<file path="src/rtl/mem_access_sequencer.sv">
// rtl/mem_access_sequencer.sv - byte-serial load/store sequencer between control unit strobes and a byte-wide memory bus
module mem_access_sequencer #(
   parameter int ADDR_W      = 32,
   parameter int TIMEOUT_CYC = 255
) (
   input  logic              clk,
   input  logic              rst_n,
   input  logic [5:0]        opcode,
   input  logic [1:0]        mem_read,
   input  logic [1:0]        mem_write,
   input  logic [ADDR_W-1:0] addr,
   input  logic [31:0]       wdata,
   output logic              stall,
   output logic [31:0]       rdata,
   output logic              done,
   output logic              err,
   output logic              bus_req,
   output logic              bus_we,
   output logic [ADDR_W-1:0] bus_addr,
   output logic [7:0]        bus_wdata,
   input  logic [7:0]        bus_rdata,
   input  logic              bus_ack
);

   localparam logic [1:0] S_IDLE = 2'd0;
   localparam logic [1:0] S_XFER = 2'd1;
   localparam logic [1:0] S_DONE = 2'd2;

   localparam logic [5:0] OP_SB = 6'b010000;
   localparam logic [5:0] OP_SH = 6'b010001;
   localparam logic [5:0] OP_SW = 6'b010010;

   // tmo only ever needs to reach TIMEOUT_CYC-1
   localparam int TW = (TIMEOUT_CYC < 2) ? 1 : $clog2(TIMEOUT_CYC);
   localparam logic [TW-1:0] TMO_LAST = TW'(TIMEOUT_CYC - 1);

   logic [1:0]        state;
   logic [1:0]        idx;
   logic [TW-1:0]     tmo;
   logic [ADDR_W-1:0] addr_q;
   logic [31:0]       wdata_q;
   logic              dir_q;    // 1 = store
   logic [1:0]        last_q;   // n-1: 0, 1 or 3
   logic [31:0]       rbuf;
   logic              err_q;

   logic              is_load;
   logic              is_store;
   logic              mem_op;
   logic              illegal;
   logic              misaligned;
   logic [1:0]        size_m1;
   logic [31:0]       rbuf_next;
   logic [31:0]       load_ext;
   logic              xfer;

   // Decode the incoming strobes; only meaningful while IDLE
   always_comb begin
      is_load  = (mem_read != 2'b00);
      is_store = (mem_write == 2'b11);
      mem_op   = is_load || is_store;
      illegal  = (is_load && (mem_write != 2'b00))
              || (mem_write == 2'b01) || (mem_write == 2'b10)
              || (is_store && (opcode != OP_SB) && (opcode != OP_SH) && (opcode != OP_SW));
      size_m1  = 2'd0;
      if (is_load) begin
         case (mem_read)
            2'b01:   size_m1 = 2'd1;
            2'b10:   size_m1 = 2'd3;
            default: size_m1 = 2'd0;
         endcase
      end else if (is_store) begin
         if (opcode == OP_SH)      size_m1 = 2'd1;
         else if (opcode == OP_SW) size_m1 = 2'd3;
         else                      size_m1 = 2'd0;
      end
      misaligned = ((size_m1 == 2'd1) && addr[0])
                || ((size_m1 == 2'd3) && (addr[1:0] != 2'b00));
   end

   // Merge the byte arriving this cycle and sign-extend per access size
   always_comb begin
      rbuf_next = rbuf;
      rbuf_next[8*idx +: 8] = bus_rdata;
      case (last_q)
         2'd0:    load_ext = {{24{rbuf_next[7]}}, rbuf_next[7:0]};
         2'd1:    load_ext = {{16{rbuf_next[15]}}, rbuf_next[15:0]};
         default: load_ext = rbuf_next;
      endcase
   end

   // Bus and handshake outputs derived from state so reset drops them immediately
   always_comb begin
      xfer      = (state == S_XFER);
      bus_req   = xfer;
      bus_we    = xfer && dir_q;
      bus_addr  = xfer ? (addr_q + ADDR_W'(idx)) : '0;
      bus_wdata = xfer ? wdata_q[8*idx +: 8] : 8'h00;
      done      = (state == S_DONE);
      err       = (state == S_DONE) && err_q;
      stall     = xfer || ((state == S_IDLE) && (mem_op || illegal));
   end

   // Sequencer: IDLE decode, one byte per ack in XFER, single-cycle DONE
   always_ff @(posedge clk or negedge rst_n) begin
      if (!rst_n) begin
         state   <= S_IDLE;
         idx     <= 2'd0;
         tmo     <= '0;
         rdata   <= 32'h0;
         err_q   <= 1'b0;
         addr_q  <= '0;
         wdata_q <= 32'h0;
         dir_q   <= 1'b0;
         last_q  <= 2'd0;
         rbuf    <= 32'h0;
      end else begin
         case (state)
            S_IDLE: begin
               err_q <= 1'b0;
               if (illegal || (mem_op && misaligned)) begin
                  state <= S_DONE;
                  err_q <= 1'b1;
                  rdata <= 32'h0;
               end else if (mem_op) begin
                  state   <= S_XFER;
                  addr_q  <= addr;
                  wdata_q <= wdata;
                  dir_q   <= is_store;
                  last_q  <= size_m1;
                  idx     <= 2'd0;
                  tmo     <= '0;
                  rbuf    <= 32'h0;
               end
            end
            S_XFER: begin
               if (bus_ack) begin
                  rbuf <= rbuf_next;
                  tmo  <= '0;
                  idx  <= idx + 2'd1;
                  if (idx == last_q) begin
                     state <= S_DONE;
                     rdata <= dir_q ? 32'h0 : load_ext;
                  end
               end else if (tmo == TMO_LAST) begin
                  state <= S_DONE;
                  err_q <= 1'b1;
                  rdata <= 32'h0;
               end else begin
                  tmo <= tmo + 1'b1;
               end
            end
            S_DONE:  state <= S_IDLE;
            default: state <= S_IDLE;
         endcase
      end
   end

endmodule
</file>
<file path="config.mk">
export PLATFORM = sky130hd
export DESIGN_NAME = mem_access_sequencer
export DESIGN_NICKNAME = d
export VERILOG_FILES = /design/src/rtl/mem_access_sequencer.sv
export SDC_FILE = /design/constraint.sdc
export NUM_CORES = 1
export LEC_CHECK = 0
export ABC_CLOCK_PERIOD_IN_PS = 5500
export CORE_ASPECT_RATIO = 1.2
export CORE_MARGIN = 3
export CORE_UTILIZATION = 45
export DETAILED_ROUTE_END_ITERATION = 10
export DONT_BUFFER_PORTS = 1
export PLACE_DENSITY_LB_ADDON = 0.3
export SETUP_SLACK_MARGIN = 0.05
export SYNTH_ARGS = -nofsm -noshare
export SYNTH_HDL_FRONTEND = slang
export SYNTH_SLANG_ARGS = --single-unit
</file>
<file path="constraint.sdc">
create_clock -name clk -period 5.5 [get_ports clk]
set_input_delay 0.55 -clock clk [delete_from_list [all_inputs] [get_ports clk]]
set_output_delay 0.55 -clock clk [all_outputs]
set_load 0.01 [all_outputs]
</file>
# Yosys cells after proc, flatten, opt, wreduce, memory -nomap -nowiden
# Index checks and enable logic that the tools add are counted.
classes:
  n_shift: 3
  muxes: 38
  n_reduce_logical: 30
  bitwise_logic: 1
  n_addsub: 4
  n_eq_ne: 27
ops:
  columns: ["op", "n"]
  rows:
  - ["$mux W32", 9]
  - ["$pmux W32 S2", 3]
  - ["$mux W8", 5]
  - ["$neg A5 Y34", 1]
  - ["$shift A8 B34 Y32 const A", 1]
  - ["$shiftx A8 B34 Y32", 1]
  - ["$add A32 B2 Y32", 1]
  - ["$bwmux W32", 1]
  - ["$shiftx A32 B6 Y8", 1]
  - ["$mux W2", 12]
  - ["$ne A6 B5 Y1 const B", 3]
  - ["$pmux W8 S2", 1]
  - ["$eq A6 B5 Y1 const B", 2]
  - ["$pmux W2 S2", 3]
  - ["$reduce_and A4 Y1", 3]
  - ["$eq A2 B1 Y1 const B", 5]
  - ["$eq A2 B2 Y1 const B", 5]
  - ["$logic_and A1 B1 Y1", 10]
  - ["$reduce_and A3 Y1", 3]
  - ["$add A8 B1 Y8 const B", 1]
  - ["$eq A8 B8 Y1 const B", 1]
  - ["$logic_or A1 B1 Y1", 8]
  - ["$reduce_bool A2 Y1", 4]
  - ["$ne A2 B1 Y1 const B", 3]
  - ["other kinds (10)", 16]
totals:
  word_cells: 113
  in_bits: 85
  register_bits: 144

# Depth between registers and ports, before layout
depth:
  ltp_word: 12
  depth_mapped: 10

# Worst setup path before layout
# OpenSTA, ideal clock, no wires.
synth_timing:
  path_kind: "reg-to-reg"
  startpoint: "register idx[1]"
  endpoint: "register rdata[31]"
  arrival_time_ps: 2566
  period_less_slack_ps: 2691
  required_ps: 5375
  setup_time_ps: 125
  n_path_buf: 3
  stages_incl_launch_ff: 11
  path_slack_ps: 2809
  path_cell_list: "dfrtp_1 clkbuf_1 inv_1 ha_1 and3b_1 clkbuf_1 a311oi_1 o21bai_1 clkbuf_1 and3_1 mux2_2"
synth_via:
  elab_chain_cells: 8
  word_cells_on_any_way: 12
  classes_between: "add/sub (1); eq/ne (2); shift (2); mux (6); reduce/logical (1)"
synth_lines:
  columns: ["item", "line", "rtl"]
  rows:
  - ["from (decl)", "38", "logic [1:0] idx;"]
  - ["from (signal assigned)", "140", "idx <= idx + 2'd1;"]
  - ["$neg A5 Y34", "84", "rbuf_next[8*idx +: 8] = bus_rdata;"]
  - ["$shiftx A8 B34 Y32 or $shift A8 B34 Y32 (tied branches)", "84", null]
  - ["$bwmux W32", "84", null]
  - ["$pmux W32 S2", "85", "case (last_q)"]
  - ["$mux W32", "143", "rdata <= dir_q ? 32'h0 : load_ext;"]
  - ["$mux W32", "141", "if (idx == last_q) begin"]
  - ["$mux W32", "137", "if (bus_ack) begin"]
  - ["$pmux W32 S2", "118", "case (state)"]
  - ["to (signal assigned)", "143", null]
  - ["to (decl)", "14", "output logic [31:0] rdata,"]
# Several ways; a longest one is shown, not always the timed one. The select of a mux whose other input is x is not followed.
# A chain may end at the register's enable or synchronous reset.

# Worst setup path in the final report
layout_timing:
  startpoint: "register idx[1]"
  endpoint: "output bus_addr[22]"
layout_via:
  elab_chain_cells: 2
layout_lines:
  columns: ["item", "line", "rtl"]
  rows:
  - ["$add A32 B2 Y32", "97", "bus_addr = xfer ? (addr_q + ADDR_W'(idx)) : '0;"]
  - ["$mux W32", "97", null]
  - ["to (decl)", "19", "output logic [ADDR_W-1:0] bus_addr,"]
# No other way between the ends.

==> metrics.yaml <==
multi_input_area_um2: 3780
synth_ff_type: "dfrtp_1"
nets: 805
row_count: 51
vias: 5376
grt_pass1_vias: 5569
cp-start-kind: "flop"
synth_area_um2: 7700
synth_seq_cells: 144
worstSetupEndpointType: "output port"
hold_violations: 0
slowest_delay_ns: 0.84
worstPathRequired_ns: 4.95
post_drt_wl_per_cell_um: 19.4
fin_crit_sh: 0.683
cp_slowest_cell: "nor4_1"
place_area_um2: 7790
status: "completed"
reg2reg_depth: 7
root_buffer: "clkbuf_16"
syn_inst: 728
initial_core_util: 0.466
ys_seq_area_frac: 0.468
vdd_drop_max_mv: 0.237
mostFrequentLayoutCells: "dfrtp_1 (144), nand2_1 (65), mux2_2 (53)"
cts_tree: "yes"
grt_first_pass_wirelength_um: 29400
clock_sinks: 144
synth_cell_types: 56
dr.pass1.iters: 5
die-area_um2: 18700
ant_nets: 0
path_max_fanout: 15
hold_class: "in -> async"
cpLargestDelayFamily: "simple AND/OR/NAND/NOR gates"
async_reset_ff_frac: 1.00
tns_ns: 0
drc_errors: 0
h-tree-depth: 4
crit_buf_inv: 0
ios: 162
grt_max_degree: 145
cp.arrival_ns: 3.21
regArea_um2: 3600
clk_latency_ns: 0.42
holdWs_ns: 0.0954
drv_slew: 0
maxSlewHeadroom: 0.233
dp_hpwl_um: 12800
path_depth: 6
fin_skew_ns: 0.0110
tightest_slew_ns: 1.15
total_power_uw: 4120
fillerInstances: 1477
grt_use_total: 0.197
fin_crit_ns: 3.76
drv_cap: 0
setup-violations-final: 0
power_density_nw_per_um2: 489
globalplace.congestion: 0.885
syn_to_final_growth_pct: 9.18
path_clk_slew_ns: 0.06
leakage_uw: 0.00351
synth_area_per_cell_um2: 10.6
die_w_um: 125
ys_warn_count: 0
drive_gt1_frac: 0.161
design_area_um2: 8410
port_buffers: 0
cp_common_cell: "nand4_1"
via_per_inst: 5.76
max_freq_mhz: 266
cts_buffer_depth: 2
criticalPathCategory: "reg -> out"
numCtsBuffers: 17
drtIter0Drc: 336
syn_nets: 825
rsz0062_at_grt: "false"
postCtsSetupBuffers: 0
crit_chain: "fa_1, nand4_1, nor4_1, nand4_1, xor2_1, nor2_1"
finalCoreUtilization: 0.509
final_common_cell: "dfrtp_1"
drt_wl_total_um: 18100
synth_edf_count: 0
core-area_um2: 16500
gr-total-overflow: 0
die_h_um: 149
grt_antenna_before_repair: 2
-- metrics by stage --
step	setup WS (ns)	std cells
after floorplan	2.81	728
after global placement	2.28	900
after detailed placement	2.21	900
after CTS	1.74	932
after global routing	1.43	934
final	1.74	934
-- routing by layer --
metal / up-vias / global-route usage / part of all wire
met1: 2622 / 0.236 / 0.40
met3: 25 / 0.0555 / 0.063
met2: 172 / 0.338 / 0.52
li1: 2557 / - / -
met5: - / 0 / 0
met4: 0 / 0.0727 / 0.019
-- layout make-up --
class                      instances  area share
clock buffer                      17      0.0506
multi-input combinational        511       0.449
timing repair buffer               6     0.00773
antenna                            2    0.000595
inverter                          28      0.0125
clock inverter                    14      0.0196
tap                              212      0.0315
sequential                       144       0.428
-- synthesized netlist by cell type (2+ instances only) --
cell      instances  share of area
o41ai_1           4         0.0045
buf_6             4         0.0058
mux2_4            2         0.0039
and3_1           14          0.011
dfrtp_1         144           0.47
nor2_1           43          0.021
or3_1             5         0.0041
ha_1             11          0.018
mux2_2           53          0.077
a311oi_1          2         0.0023
or2_2             3         0.0024
and4_1            3         0.0034
nor4_1           11         0.0089
mux2i_1          13          0.017
a31oi_1          24          0.019
a21bo_2           7         0.0091
nand3_1          11         0.0071
o21ai_0          15         0.0097
nor3_1           10         0.0065
o22ai_1          33          0.027
xnor2_1          19          0.022
xor2_1           15          0.017
nor2b_1          40          0.032
nand4_1          11         0.0089
nand2_1          65          0.032
mux2_1           30          0.044
clkbuf_1         26          0.013
mux4_2            8          0.023
buf_4             4         0.0039
a41oi_1           4         0.0045
nor3b_1           3         0.0029
a21oi_1          16          0.010
nand2b_1          2         0.0016
buf_2            10         0.0065
inv_1            28          0.014
and2_1           15          0.012
-- state kept, by name, indices dropped and copies added, names as in the netlist --
register  flops
addr_q       32
rbuf         32
rdata        32
wdata_q      32
tmo           8
idx           2
last_q        2
state         2
dir_q         1
err_q         1
-- report_power, final --
group          total (µW)  internal [µW]  switching [µW]
clock                1160            711             453
combinational        1250            585             665
sequential           1700           1380             324
total                4120           2680            1440
-- cell families after synthesis --
group / after synthesis / share of synthesized area
buffers and inverters: 73 / 0.0430
multiplexers: 106 / 0.165
flip-flops: 144 / 0.468
AO/OA/AOI/OAI: 116 / 0.0999
AND/OR/NAND/NOR: 243 / 0.165
adder cells (fa/ha/maj): 12 / 0.0205
XOR/XNOR: 34 / 0.0386
-- final timing paths --
| path | start | end | slack [ns] |
|---|---|---|---|
| max | idx[1]$_DFFE_PN0P_ | bus_addr[22] | 1.74 |
| min | rst_n | addr_q[15]$_DFFE_PN0P_ | 0.1 |
| max reg2reg | idx[1]$_DFFE_PN0P_ | rdata[25]$_DFFE_PN0P_ | 2.51 |
| min reg2reg | wdata_q[28]$_DFFE_PN0P_ | wdata_q[28]$_DFFE_PN0P_ | 0.49 |
| max in group asynchronous | rst_n | wdata_q[14]$_DFFE_PN0P_ | 4.79 |
| min in group clk | wdata[27] | wdata_q[27]$_DFFE_PN0P_ | 0.26 |
-- timing repair --
item / in CTS / in global routing
hold endpoints to repair: 144 / 0
resized for setup: 0 / 0
hold buffers: 1 / 0
Note: power is estimated with default switching activity, not from simulation.
